[config.mk]
export PLATFORM = sky130hd
export DESIGN_NAME = fetch_unit
export DESIGN_NICKNAME = d
export VERILOG_FILES = /design/src/rtl/fetch_unit.sv
export SDC_FILE = /design/constraint.sdc
export NUM_CORES = 1
export LEC_CHECK = 0
export BUFFER_PORTS_ARGS = -buffer_cell sky130_fd_sc_hd__buf_2
export CELL_PAD_IN_SITES_DETAIL_PLACEMENT = 0
export CELL_PAD_IN_SITES_GLOBAL_PLACEMENT = 1
export CORE_MARGIN = 2
export CORE_UTILIZATION = 43
export CTS_CLUSTER_SIZE = 30
export DETAILED_ROUTE_END_ITERATION = 6
export GPL_ROUTABILITY_DRIVEN = 0
export PLACE_DENSITY_LB_ADDON = 0.1
export SETUP_SLACK_MARGIN = 0.2
export SYNTH_ARGS = -nofsm -noshare
export SYNTH_HDL_FRONTEND = slang
export SYNTH_SLANG_ARGS = --single-unit
[constraint.sdc]
create_clock -name i_clk -period 2.8 [get_ports i_clk]
set_input_delay 0.42 -clock i_clk [delete_from_list [all_inputs] [get_ports i_clk]]
set_output_delay 0.42 -clock i_clk [all_outputs]
set_load 0.02 [all_outputs]
[src/rtl/fetch_unit.sv]
// fetch_unit: instruction fetch stage feeding the decoder.
// Sequences the PC, reads words from instruction memory over req/ack and
// buffers them in a 2-entry FIFO presented to the decoder via valid/ready.
// A halt from the decoder stops fetch until the next reset.
// Optional feature macro: FAVOR_FETCH_REDIRECT_EN (adds i_redirect/i_redirect_pc).
// All outputs come straight from registers.

module fetch_unit #(
  parameter int                 ADDR_W   = 32,
  parameter logic [ADDR_W-1:0]  RESET_PC = {ADDR_W{1'b0}}
) (
  input  logic              i_clk,
  input  logic              i_rst_n,
  output logic              o_mem_req,
  output logic [ADDR_W-1:0] o_mem_addr,
  input  logic              i_mem_ack,
  input  logic [31:0]       i_mem_data,
  output logic [31:0]       o_insn,
  output logic [ADDR_W-1:0] o_insn_pc,
  output logic              o_insn_valid,
  input  logic              i_insn_ready,
`ifdef FAVOR_FETCH_REDIRECT_EN
  input  logic              i_redirect,
  input  logic [ADDR_W-1:0] i_redirect_pc,
`endif
  input  logic              i_halt,
  output logic              o_halted
);

  // Word shown to the decoder when nothing is buffered; its kind field is
  // illegal so a stray decode is rejected, and it is never the halt word.
  localparam logic [31:0]       IDLE_INSN = 32'hFFFF_FFFF;
  localparam logic [ADDR_W-1:0] IDLE_PC   = {ADDR_W{1'b0}};
  localparam logic [ADDR_W-1:0] PC_STEP   = ADDR_W'(32'd4);

  typedef enum logic [0:0] {
    ST_RUN    = 1'b0,
    ST_HALTED = 1'b1
  } state_t;

  // Architectural state
  state_t              r_state;
  logic [ADDR_W-1:0]   r_pc;
  logic [1:0]          r_cnt;
  logic [31:0]         r_head_data;   // FIFO head doubles as o_insn
  logic [ADDR_W-1:0]   r_head_pc;
  logic [31:0]         r_tail_data;
  logic [ADDR_W-1:0]   r_tail_pc;
  logic                r_valid;
  logic                r_mem_req;
  logic                r_halted;

  // Next-state values
  state_t              w_state_nxt;
  logic [ADDR_W-1:0]   w_pc_nxt;
  logic [1:0]          w_cnt_nxt;
  logic [31:0]         w_head_data_nxt;
  logic [ADDR_W-1:0]   w_head_pc_nxt;
  logic [31:0]         w_tail_data_nxt;
  logic [ADDR_W-1:0]   w_tail_pc_nxt;

  logic                w_ack;
  logic                w_pop;
  logic                w_redirect;
  logic [ADDR_W-1:0]   w_redirect_pc;

  // An ack only counts against a live request; r_mem_req already implies RUN
  // and free FIFO space, so a misbehaving memory cannot overfill the FIFO.
  assign w_ack = i_mem_ack && r_mem_req;
  assign w_pop = r_valid && i_insn_ready;

`ifdef FAVOR_FETCH_REDIRECT_EN
  assign w_redirect    = i_redirect;
  assign w_redirect_pc = i_redirect_pc & ~ADDR_W'(32'd3);
`else
  assign w_redirect    = 1'b0;
  assign w_redirect_pc = IDLE_PC;
`endif

  // Next-state decode: halt beats redirect beats ack/pop; HALTED holds.
  always_comb begin
    w_state_nxt     = r_state;
    w_pc_nxt        = r_pc;
    w_cnt_nxt       = r_cnt;
    w_head_data_nxt = r_head_data;
    w_head_pc_nxt   = r_head_pc;
    w_tail_data_nxt = r_tail_data;
    w_tail_pc_nxt   = r_tail_pc;

    case (r_state)
      ST_RUN: begin
        if (i_halt) begin
          // Flush and freeze; a same-cycle ack is dropped.
          w_state_nxt     = ST_HALTED;
          w_cnt_nxt       = 2'd0;
          w_head_data_nxt = IDLE_INSN;
          w_head_pc_nxt   = IDLE_PC;
        end else if (w_redirect) begin
          // Flush and restart at the aligned target; a same-cycle ack is dropped.
          w_pc_nxt        = w_redirect_pc;
          w_cnt_nxt       = 2'd0;
          w_head_data_nxt = IDLE_INSN;
          w_head_pc_nxt   = IDLE_PC;
        end else begin
          if (w_ack) begin
            w_pc_nxt = r_pc + PC_STEP;
          end else begin
            w_pc_nxt = r_pc;
          end
          case ({w_ack, w_pop})
            2'b10: begin
              case (r_cnt)
                2'd0: begin
                  w_head_data_nxt = i_mem_data;
                  w_head_pc_nxt   = r_pc;
                  w_cnt_nxt       = 2'd1;
                end
                2'd1: begin
                  w_tail_data_nxt = i_mem_data;
                  w_tail_pc_nxt   = r_pc;
                  w_cnt_nxt       = 2'd2;
                end
                default: w_cnt_nxt = r_cnt;
              endcase
            end
            2'b01: begin
              case (r_cnt)
                2'd1: begin
                  w_head_data_nxt = IDLE_INSN;
                  w_head_pc_nxt   = IDLE_PC;
                  w_cnt_nxt       = 2'd0;
                end
                2'd2: begin
                  w_head_data_nxt = r_tail_data;
                  w_head_pc_nxt   = r_tail_pc;
                  w_cnt_nxt       = 2'd1;
                end
                default: w_cnt_nxt = r_cnt;
              endcase
            end
            2'b11: begin
              case (r_cnt)
                2'd1: begin
                  w_head_data_nxt = i_mem_data;
                  w_head_pc_nxt   = r_pc;
                end
                2'd2: begin
                  w_head_data_nxt = r_tail_data;
                  w_head_pc_nxt   = r_tail_pc;
                  w_tail_data_nxt = i_mem_data;
                  w_tail_pc_nxt   = r_pc;
                end
                default: w_cnt_nxt = r_cnt;
              endcase
            end
            default: w_cnt_nxt = r_cnt;
          endcase
        end
      end
      ST_HALTED: begin
        w_state_nxt = ST_HALTED;
      end
      default: begin
        // Unreachable encoding: fail safe into HALTED with an empty FIFO.
        w_state_nxt     = ST_HALTED;
        w_cnt_nxt       = 2'd0;
        w_head_data_nxt = IDLE_INSN;
        w_head_pc_nxt   = IDLE_PC;
      end
    endcase
  end

  // State and registered outputs; synchronous active-low reset drops any ack.
  always_ff @(posedge i_clk) begin
    if (!i_rst_n) begin
      r_state     <= ST_RUN;
      r_pc        <= RESET_PC;
      r_cnt       <= 2'd0;
      r_head_data <= IDLE_INSN;
      r_head_pc   <= IDLE_PC;
      r_tail_data <= IDLE_INSN;
      r_tail_pc   <= IDLE_PC;
      r_valid     <= 1'b0;
      r_mem_req   <= 1'b0;
      r_halted    <= 1'b0;
    end else begin
      r_state     <= w_state_nxt;
      r_pc        <= w_pc_nxt;
      r_cnt       <= w_cnt_nxt;
      r_head_data <= w_head_data_nxt;
      r_head_pc   <= w_head_pc_nxt;
      r_tail_data <= w_tail_data_nxt;
      r_tail_pc   <= w_tail_pc_nxt;
      r_valid     <= (w_cnt_nxt != 2'd0);
      r_mem_req   <= (w_state_nxt == ST_RUN) && (w_cnt_nxt != 2'd2);
      r_halted    <= (w_state_nxt == ST_HALTED);
    end
  end

  assign o_mem_req    = r_mem_req;
  assign o_mem_addr   = r_pc;
  assign o_insn       = r_head_data;
  assign o_insn_pc    = r_head_pc;
  assign o_insn_valid = r_valid;
  assign o_halted     = r_halted;

endmodule

* Yosys cells after proc, flatten, opt, wreduce, memory -nomap -nowiden
Cells that the tools add are included.
** Word-level totals
- Output and inout bits :: 99
- Word-level logic and storage cells :: 57
- Input bits :: 37
- Register bits :: 165
** Cells by class
- Bitwise logic cells :: 3
- Multiplexer cells :: 23
- Add/sub/neg operators :: 1
- Equality and inequality tests :: 11
- Reduce and logical (&&, ||, !) cells :: 10
** Operators by type and width (count)
- $pmux 32 s2 :: 6
- $mux 32 :: 8
- $pmux 32 s3 :: 2
- $add 32x3->32 const B :: 1
- $pmux 2 s2 :: 3
- $reduce_and 5->1 :: 2
- $eq 2x2->1 const B :: 3
- $ne 2x2->1 const B :: 3
- $eq 2x1->1 const B :: 2
- $mux 2 :: 2
- $ne 4x3->1 const B :: 1
- $ne 4x4->1 const B :: 1
- $reduce_bool 2->1 :: 2
- $reduce_bool 4->1 :: 1
- $logic_and 1x1->1 :: 3
- $ne 3x2->1 const B :: 1
- $not 1->1 :: 3
- $reduce_and 3->1 :: 1
- $logic_not 2->1 :: 1
- $pmux 1 s2 :: 1
- $mux 1 :: 1

* Depth between registers and ports, before layout
- Word-level depth :: 7
- Gate-level depth with buffers :: 9
- Gate-level depth less buffers :: 7

* Worst setup path before layout
Ideal clock, no wire load.
- Path type :: flip-flop to flip-flop
- Start :: register r_pc[15], in the netlist o_mem_addr[15]
- End :: register r_pc[31], in the netlist o_mem_addr[31]
- Slack :: 0.789 ns
- Cell stages (with the launch flop) :: 8
- Period minus slack after synthesis :: 2.011 ns
- Setup time :: 0.117 ns
- Path buffers :: 2
- Arrival time :: 1.894 ns
- Data required time :: 2.683 ns
- Path through :: dfxtp_1 > buf_2 > nand4_2 > or4_1 > buf_6 > nor4_2 > xnor2_1 > nor2_1
** Between the ends
- Word-level cells in the longest chain between the ends :: 1
** RTL lines
- start: declaration :: line 43 : logic [ADDR_W-1:0] r_pc;
- start signal: assignment :: line 188 : r_pc <= w_pc_nxt;
- $add 32x3->32 :: line 106 : w_pc_nxt = r_pc + PC_STEP;
Every way passes these cells.
A chain may end at the register's enable or synchronous reset.

* Worst setup path after layout
- Start :: register r_cnt[0]
- End :: register r_tail_pc[29]
** Between the ends
- Word-level cells in the longest chain between the ends :: 3
- Elaborated cells between the ends (all ways) :: 5
- Those cells by class :: 4 x eq/ne; 1 x reduce/logical
** RTL lines
- start: declaration :: line 44 : logic [1:0] r_cnt;
- start signal: assignment :: line 189 : r_cnt <= w_cnt_nxt;
- $eq 2x1->1 or $eq 2x2->1 (tied branches) :: line 112, 142
- $ne 2x2->1 (no source line)
- $reduce_and 5->1 (no source line) (*)
- end signal: assignment :: line 193 : r_tail_pc <= w_tail_pc_nxt;
- end: declaration :: line 48 : logic [ADDR_W-1:0] r_tail_pc;
Every way passes the cells marked *; elsewhere a longest branch is shown, timed or not.

==> impl_metrics.yaml <==
outcome:
  outcome: "finished clean"
logic_synthesis:
  synth_cell_types: 46
  yosysWarnings: 0
  synth_top_area_share_pct: 51.0
  avgSynthCellArea_um2: 8.94
  yosysTopAreaCell: "dfxtp_1"
  synth_top_flop_cell: "dfxtp_1"
  yosysMostFrequentCell: "dfxtp_1"
  seq_area_frac_synth_pct: 51.0
  synthTopCellsByArea: "dfxtp_1, nand2_1, a2bb2oi_1, o2bb2ai_1, a22oi_1"
  synth_edf_count: 0
  synth_top_cells_by_count: "dfxtp_1, nand2_1, clkbuf_1"
  syn_inst: 698
  netlist_area_um2: 6240
  synthArstFlopShare_pct: 0
  synth_seq_cells: 159
cells_and_area:
  diodes: 0
  fin_nets: 851
  drive_gt1_share_pct: 23.1
  final_core_util_pct: 53.0
  area_growth_pct: 22.1
worst_setup_path:
  crit_start: "r_cnt[0]$_SDFF_PN0_"
  crit_top_cell: "inv_1"
  ff2ff_setup_slack_ns: 0.58
  crit_family: "compound AO/OA/AOI/OAI gates"
  slowest_delay_ns: 0.58
  cpMaxStageDelayCell: "o21ai_4"
  worst_setup_path_start_kind: "register"
  worstSetupEndpointType: "register"
  required_ns: 3.14
  reg2reg_from: "r_cnt[0]$_SDFF_PN0_"
  path_depth: 8
  critPathKind: "reg2reg"
  crit_path_end: "r_tail_pc[29]$_SDFFE_PN0P_"
  cp_data_arrival_time_ns: 2.56
  critPathMaxFanout: 40
  rr_endpoint: "r_tail_pc[29]$_SDFFE_PN0P_"
  cp_cell_sequence: "inv_1 -> ha_1 -> inv_1 -> a31oi_4 -> o21ai_4 -> buf_12 -> nand2_1 -> a21oi_1"
  rr_worst_depth: 8
  critPathBufInv: 3
clocking:
  cts_buffers: 17
  postCtsHoldBufs: 0
  cts_buffer_depth: 2
  cts.reportedPaths.clkPinSlew_ns: 0.06
  clock_sinks: 159
  clockRootBuffer: "clkbuf_16"
  clkLatencyLatePin_ns: 0.42
  cts_resized: 0
  cts_htree_levels: 4
  postCtsSetupRepairBufs: 0
  cts_tree: "done"
timing:
  fin_tns_setup_ns: 0
  setup_viol: 0
  tightest_slew_ns: 0.691
  finalHoldViolCount: 0
  maxSlewHeadroom_pct: 53.8
  finClkSkew_ns: 0.00978
  max_freq_mhz: 449
  hold_slack_ns: 0.228
  rsz0062_at_grt: "no"
  drv_slew: 0
  period_minus_slack_ns: 2.22
  finalCritPeriodShare_pct: 79.5
worst_hold_path:
  hold_start: "i_mem_data[17]"
  min_path_type: "in2reg"
drt:
  wl_per_cell_um: 15.5
  ant_nets: 0
  drc: 0
  firstDrtPassIters: 5
  num_vias: 5418
  vias_per_cell: 5.39
  wl_mm: 15.6
  dr.first_iter.drc_count: 401
global_route:
  grt_pass1_wl_mm: 25.8
  antenna_found_initial: 0
  first_global_vias: 5214
  grt_usage_pct: 20.3
  grt_start_max_net_pins: 64
  grt-ovfl-total: 0
floorplanning:
  std_cell_rows: 44
  core_um2: 14400
  die_x_um: 124
  start_util_pct: 43.4
  dieArea_um2: 15500
  die_h_um: 124
  io_pins: 136
power:
  peakVddDrop_mv: 0.402
  p_leak_nw: 2.99
  p_total_mw: 4.67
  p_per_area_nw_per_um2: 613
flow_run:
  drv_cap: 0
placed_design:
  hpwl_mm: 10.4
  portBuffers: 131
-- kinds of logic after synthesis --
family | count (synthesis) | share of synthesized area [%]
compound gates | 178 | 20.4
fa+ha+maj | 6 | 1.20
buf+inv | 68 | 4.57
xor+xnor | 27 | 3.79
flops | 159 | 51.0
other cells | 1 | 0.0601
simple gates | 259 | 19.0
-- power breakdown --
group / switching (mW) / internal [mW]
logic: 0.103 / 0.0672
registers: 0.00773 / 2.27
clock network: 0.890 / 1.33
total: 1.00 / 3.67
-- worst min-delay path by stage --
stage	to	slack [ns]	depth (start not counted)
after floorplan	r_tail_pc[10]$_SDFFE_PN0P_	0.44	2
after global placement	o_insn_pc[23]$_SDFFE_PN0P_	0.44	1
after detailed placement	o_insn_pc[16]$_SDFFE_PN0P_	0.44	1
after CTS	r_tail_data[17]$_SDFFE_PN1P_	0.21	3
after global routing	r_tail_data[28]$_SDFFE_PN1P_	0.22	3
final	r_tail_data[17]$_SDFFE_PN1P_	0.23	3
-- layer usage --
metal,GRT usage [%],vias to the layer above,routed length [um]
met3,5.37,19,780
met2,33.6,131,7330
met5,0,-,0
li1,-,2699,-
met4,6.87,0,199
met1,25.7,2569,7290
-- cell type report --
cell class | count | area, um2
fillers | 1372 | 6750
flip-flops and latches | 159 | 3180
multi-input cells | 474 | 2820
repair buffers | 146 | 781
clock buffers | 21 | 450
well taps | 184 | 230
clock inverters | 11 | 116
inverters | 10 | 37.5
-- sequential cells by signal, summed over array words and instances, names as in the netlist --
name,cells
o_insn,32
r_tail_data,32
o_insn_pc,30
o_mem_addr,30
r_tail_pc,30
r_cnt,2
o_halted,1
o_insn_valid,1
o_mem_req,1
-- cell usage in the layout, fill, tap and decap left out, types with 2 or more instances in the layout --
cell type,netlist,layout
a21oi_1,39,39
clkinvlp_4,0,3
clkbuf_16,0,17
nor3_1,10,10
or3_1,3,3
buf_4,4,14
xor2_1,5,5
conb_1,1,4
nand2_1,142,142
buf_2,6,131
or4_1,2,2
and3_1,2,2
nand4_1,5,5
clkbuf_1,46,3
nand3_1,45,45
and2_1,5,5
a22oi_1,30,30
nor4_2,4,4
o21ai_0,4,4
nor4_1,4,4
bufinv_16,0,2
o22ai_1,32,32
a2bb2oi_1,32,32
xnor2_1,22,22
clkinv_2,0,5
dfxtp_1,159,159
inv_1,9,9
nor2_1,30,29
ha_1,6,6
o2bb2ai_1,30,30
-- worst reg2reg max path: stages (launching register included) --
cell	delay, ns
dfxtp_1	0.42
inv_1	0.11
ha_1	0.26
inv_1	0.14
a31oi_4	0.12
o21ai_4	0.58
buf_12	0.29
nand2_1	0.09
a21oi_1	0.13
-- stage by stage --
stage	instance area (um2)	cells	setup WS, ns
floorplan	6250	701	0.789
global placement	7050	973	0.599
detailed placement	7050	973	0.580
CTS	7610	1005	0.566
global route	7610	1005	0.361
finish	7610	1005	0.575
(Power assumes the default switching activity.)
